`src/rtl/jtag_scan_ctrl.sv`:
```
// jtag_scan_ctrl: command-driven JTAG scan master producing cycle-exact TMS/TDI and capturing TDO
module jtag_scan_ctrl #(
    parameter int REG_W = 8,
    parameter int LEN_W = $clog2(REG_W) + 1
) (
    input  logic             i_tclk,
    input  logic             i_trst,
    input  logic             i_cmdValid,
    output logic             o_cmdReady,
    input  logic [1:0]       i_cmdOp,
    input  logic [LEN_W-1:0] i_cmdLen,
    input  logic [REG_W-1:0] i_cmdData,
    output logic             o_rspValid,
    input  logic             i_rspReady,
    output logic [REG_W-1:0] o_rspData,
    output logic             o_tms,
    output logic             o_tdi,
    input  logic             i_tdo,
    output logic             o_busy
);
    localparam int CNT_W = (LEN_W > 3) ? LEN_W : 3;
    localparam logic [CNT_W-1:0] ONE = CNT_W'(1);
    localparam logic [CNT_W-1:0] TLR_ONES = CNT_W'(5);
    localparam logic [LEN_W-1:0] FULL_LEN = LEN_W'(REG_W);
    localparam logic [1:0] OP_TLR = 2'b00;
    localparam logic [1:0] OP_IR = 2'b01;
    localparam logic [1:0] OP_DR = 2'b10;
    localparam logic [1:0] OP_IDLE = 2'b11;

    typedef enum logic [3:0] {INIT, IDLE, TLR, HDR, SHIFT, EXIT, UPD, WAIT, RSP} stateT;

    stateT state;
    logic [CNT_W-1:0] cnt;
    logic [CNT_W-1:0] scanLen;
    logic isIr;
    logic [REG_W-1:0] shiftData;
    logic [LEN_W-1:0] effLen;
    logic [CNT_W-1:0] hdrLen;
    logic hdrTms;
    logic [LEN_W-1:0] alignShift;

    assign o_cmdReady = (state == IDLE);
    assign o_busy = (state != IDLE);

    // Clamp the scan length and derive the header shape of the scan in flight
    always_comb begin
        effLen = (i_cmdLen == '0 || i_cmdLen > FULL_LEN) ? FULL_LEN : i_cmdLen;
        hdrLen = isIr ? CNT_W'(4) : CNT_W'(3);
        hdrTms = cnt < (isIr ? CNT_W'(2) : ONE);
        alignShift = FULL_LEN - scanLen[LEN_W-1:0];
    end

    // Sequencer: each edge decides the next TMS/TDI bit; cnt counts bits already driven
    always_ff @(posedge i_tclk or posedge i_trst) begin
        if (i_trst) begin
            state <= INIT;
            cnt <= '0;
            scanLen <= '0;
            isIr <= 1'b0;
            shiftData <= '0;
            o_tms <= 1'b1;
            o_tdi <= 1'b0;
            o_rspValid <= 1'b0;
            o_rspData <= '0;
        end else begin
            case (state)
                INIT, TLR: begin
                    if (cnt < TLR_ONES) begin
                        o_tms <= 1'b1;
                        cnt <= cnt + ONE;
                    end else if (cnt == TLR_ONES) begin
                        o_tms <= 1'b0;
                        cnt <= cnt + ONE;
                    end else begin
                        state <= IDLE;
                    end
                end
                IDLE: begin
                    o_tms <= 1'b0;
                    o_tdi <= 1'b0;
                    if (i_cmdValid) begin
                        case (i_cmdOp)
                            OP_TLR: begin
                                state <= TLR;
                                o_tms <= 1'b1;
                                cnt <= ONE;
                            end
                            OP_IR, OP_DR: begin
                                state <= HDR;
                                o_tms <= 1'b1;
                                cnt <= ONE;
                                isIr <= (i_cmdOp == OP_IR);
                                scanLen <= CNT_W'(effLen);
                                shiftData <= i_cmdData;
                            end
                            OP_IDLE: begin
                                state <= WAIT;
                                cnt <= CNT_W'(i_cmdLen);
                            end
                        endcase
                    end
                end
                HDR: begin
                    if (cnt < hdrLen) begin
                        o_tms <= hdrTms;
                        cnt <= cnt + ONE;
                    end else begin
                        o_tms <= (scanLen == ONE);
                        o_tdi <= shiftData[0];
                        shiftData <= shiftData >> 1;
                        cnt <= ONE;
                        state <= SHIFT;
                    end
                end
                SHIFT: begin
                    o_rspData <= {i_tdo, o_rspData[REG_W-1:1]};
                    if (cnt < scanLen) begin
                        o_tms <= (cnt == scanLen - ONE);
                        o_tdi <= shiftData[0];
                        shiftData <= shiftData >> 1;
                        cnt <= cnt + ONE;
                    end else begin
                        o_tms <= 1'b1;
                        o_tdi <= 1'b0;
                        state <= EXIT;
                    end
                end
                EXIT: begin
                    o_tms <= 1'b0;
                    o_rspData <= o_rspData >> alignShift;
                    state <= UPD;
                end
                UPD: begin
                    o_rspValid <= 1'b1;
                    state <= RSP;
                end
                RSP: begin
                    if (i_rspReady) begin
                        o_rspValid <= 1'b0;
                        state <= IDLE;
                    end
                end
                WAIT: begin
                    if (cnt <= ONE) state <= IDLE;
                    else cnt <= cnt - ONE;
                end
                default: state <= INIT;
            endcase
        end
    end
endmodule
```
`config.mk`:
```
export PLATFORM = sky130hd
export DESIGN_NAME = jtag_scan_ctrl
export DESIGN_NICKNAME = d
export VERILOG_FILES = /design/src/rtl/jtag_scan_ctrl.sv
export SDC_FILE = /design/constraint.sdc
export NUM_CORES = 1
export LEC_CHECK = 0
export ABC_AREA = 1
export CAP_MARGIN = 10
export CORE_ASPECT_RATIO = 1.75
export CORE_MARGIN = 1.5
export CORE_UTILIZATION = 45
export DETAILED_ROUTE_END_ITERATION = 8
export MAX_ROUTING_LAYER = met4
export PLACE_DENSITY = 0.64
export SYNTH_ARGS = -nofsm -noshare
export SYNTH_HDL_FRONTEND = slang
export SYNTH_SLANG_ARGS = --single-unit
```
`constraint.sdc`:
```
create_clock -name i_tclk -period 3.1 [get_ports i_tclk]
set_input_delay 0.775 -clock i_tclk [delete_from_list [all_inputs] [get_ports i_tclk]]
set_output_delay 0.775 -clock i_tclk [all_outputs]
set_load 0.02 [all_outputs]
```
==> qor.csv <==
stage,metric,value,unit
sta,max_slew_margin,0.580,
die,boundaryPins,32,
pwr,irDropWorstVdd,463,uV
layout,area_growth,18.8,%
cts,cts_resized,0,
layout,multi_input_area,0.00151,mm2
logic_synthesis,synthDominantCellAreaShare,0.304,
sta,fmax,383,MHz
routing,avgViaCountPerCell,5.23,
pwr,p_per_area,1160,mW/mm2
setup_path,worst_r2r_path_depth,9,
setup_path,r2r_start,scanLen[0],
setup_path,endpoint_kind,output pin,
min_path,worstHoldStart,shiftData[0],
setup_path,crit_type,reg -> out,
logic_synthesis,synth_simple_gate_area_frac,0.408,
layout,final-seq-area,802,um2
logic_synthesis,yosys.area_share.adder,0.0785,
sta,finalSetupTns,0,ns
placement,dpl.hpwl,5250,um
routing,firstDrtPassIters,5,
global_routing,grt_first_pass_wirelength,11700,um
logic_synthesis,synthMuxAreaShare,0,
logic_synthesis,synth_top_family_by_area,simple AND/OR/NAND/NOR gates,
routing,drtIter0Drc,135,
die,start_util,0.464,
logic_synthesis,avgSynthCellArea,6.71,um2
sta,period_minus_slack,2.61,ns
die,die_area,0.00615,mm2
logic_synthesis,ys_seq_area_frac,0.315,
die,dieHeight,103,um
setup_path,startpoint,state[3],
cts,hold_buffers,0,
sta,period_share,0.843,
logic_synthesis,ys_seq_elements,32,
setup_path,rrSetupSlack,0.81,ns
logic_synthesis,syn_area,0.00255,mm2
layout,drive_gt1_frac,0.101,
cts,ctsLongestPathBuffers,2,
cts,numCtsBuffers,5,
setup_path,worstReg2RegEnd,o_rspData[1],
layout,finish.utilization,0.551,
global_routing,grt_pass1_vias,2626,
logic_synthesis,yosys.area.top_type,dfrtp_1,
setup_path,start_kind,register,
cts,cts_setup_buffers,0,
die,std_cell_rows,36,
sta,rsz0062_at_grt,no,
routing,ant_nets,0,
run,max_cap_viol_count,0,
min_path,hold_class,reg -> reg,
sta,worstMarginPinSlew,0.626,ns
cts,worstSkewPairLatency,0.29,ns
routing,drc,0,
min_path,holdPathStages,2,
placement,place_congestion,0.891,
global_routing,antenna_found_initial,0,
global_routing,overflow,0,
setup_path,required,2.32,ns
logic_synthesis,yosys.area_share.xor_xnor,0.0103,
routing,vias,2565,
layout,fill_cells,573,
cts,cts_tree,yes,
routing,wl_per_cell,13.7,um
setup_path,path_cells,"nor2_2, inv_2, nor2_8, clkdlybuf4s50_1",
placement,port_buffers,31,
global_routing,grt_usage,0.257,
logic_synthesis,syn_inst,380,
sta,hold_violations,0,
setup_path,cp.arrival,1.84,ns
routing,drt_wl_total,6720,um
layout,layout.nets,448,
sta,finClkSkew,0.00655,ns
logic_synthesis,syn_nets,415,
layout,diodes,0,
min_path,holdPathEnd,shiftData[0],
run_status,status,completed,
logic_synthesis,synth_cell_types,36,
die,die_w,59.9,um
global_routing,grt_max_degree,33,
logic_synthesis,synth_compound_area_frac,0.0957,
logic_synthesis,ys_warn_count,0,
sta,setup_viol,0,
cts,htreeDepth,2,
die,core,0.00550,mm2
cts,cts_root_buffer,clkbuf_8,
setup_path,cp_slowest_cell,clkdlybuf4s50_1,
setup_path,cpPeakStageDelay,0.63,ns
pwr,p_leak,1.59,nW
sta,report.final.slew_viol_count,0,
logic_synthesis,synth.area.top_cells,"dfrtp_1 30%, nand2_1 19%, ha_1 7.9%, nand3_1 7.3%, inv_1 5.4%",
cts,clkTransAtPathRegs,0.07,ns
cts,cts.sinks,32,
setup_path,worstPathMaxFanout,9,
## worst max-delay path: cells and delay by family (launching register included)
kind	cells	cell delay (ns)
and+or+nand+nor	2	0.36
buffers and inverters	2	0.74
DFF	1	0.45
## synthesized netlist by cell type (all sizes together)
cell and instances:
a22oi 2, o22ai 2, ha 16, o21a 1, dfstp 1, xnor2 1, xor2 2, buf 6
a21oi 7, nor4 1, nor2 29, o21ai 24, nand4 13, dfrtp 31, a21boi 2, a2bb2oi 1
o21bai 3, nand2 140, nand3 40, inv 52, nand3b 1, o211ai 1, nor3 4
## registers in the layout, summed over array words and instances, names as in the netlist
register / flops
o_rspData: 8
o_rspValid: 1
o_tms: 1
shiftData: 8
scanLen: 4
o_tdi: 1
isIr: 1
cnt: 4
state: 4
## logic make-up after synthesis
kind of cell / count (synthesis)
xor+xnor: 3
buf+inv: 58
fa+ha+maj: 16
compound gates: 43
flops: 32
simple gates: 228
## worst max path at each step
stage                         endpoint  slack [ns]  depth (start not counted)
after floorplan           shiftData[0]        1.43                          7
after global placement    shiftData[2]        0.74                          7
after detailed placement  shiftData[7]        0.67                          7
after CTS                   o_cmdReady        0.49                          4
after global routing        o_cmdReady        0.39                          4
final                       o_cmdReady        0.49                          4
## routing by layer
metal	global-route usage	wire length, um
met5	-	0
met4	0.144	282
met3	0.0263	177
met2	0.477	3720
met1	0.246	2540
## metrics by stage
step	cells	hold WS (ns)	total power, mW	area, um2	setup slack, ns
floorplan	380	0.442	2.50	2550	1.43
global placement	482	0.458	3.08	2920	0.743
detailed placement	482	0.460	3.11	2920	0.674
CTS	490	0.478	3.53	3030	0.489
global route	490	0.510	3.91	3030	0.387
finish	490	0.475	3.52	3030	0.486
## power by group
part | leakage (nW) | internal (mW) | switching [mW] | total (mW)
registers | 0.398 | 0.624 | 0.239 | 0.863
clock network | 0.0552 | 0.239 | 0.168 | 0.406
logic | 1.14 | 0.807 | 1.45 | 2.25
## cells in the final DEF (no fill, tap or decap), types with 3 or more instances in the layout
cell / synthesis / routed
a21oi_1: 7 / 7
clkbuf_8: 0 / 5
clkdlybuf4s50_1: 0 / 31
dfrtp_1: 31 / 31
ha_1: 16 / 16
inv_1: 37 / 37
inv_2: 15 / 15
nand2_1: 132 / 132
nand2_2: 6 / 6
nand3_1: 37 / 37
nand4_1: 13 / 13
nor2_1: 23 / 23
nor2_2: 4 / 4
nor3_1: 3 / 3
o21ai_0: 13 / 13
o21ai_1: 11 / 11
o21bai_1: 3 / 3
## layout make-up
type | instances | area share
multi-input combinational | 290 | 0.499
sequential | 32 | 0.265
timing repair buffer | 32 | 0.105
inverter | 52 | 0.0644
tap | 76 | 0.0314
clock buffer | 6 | 0.0240
clock inverter | 2 | 0.0116
(Power assumes the default switching activity.)
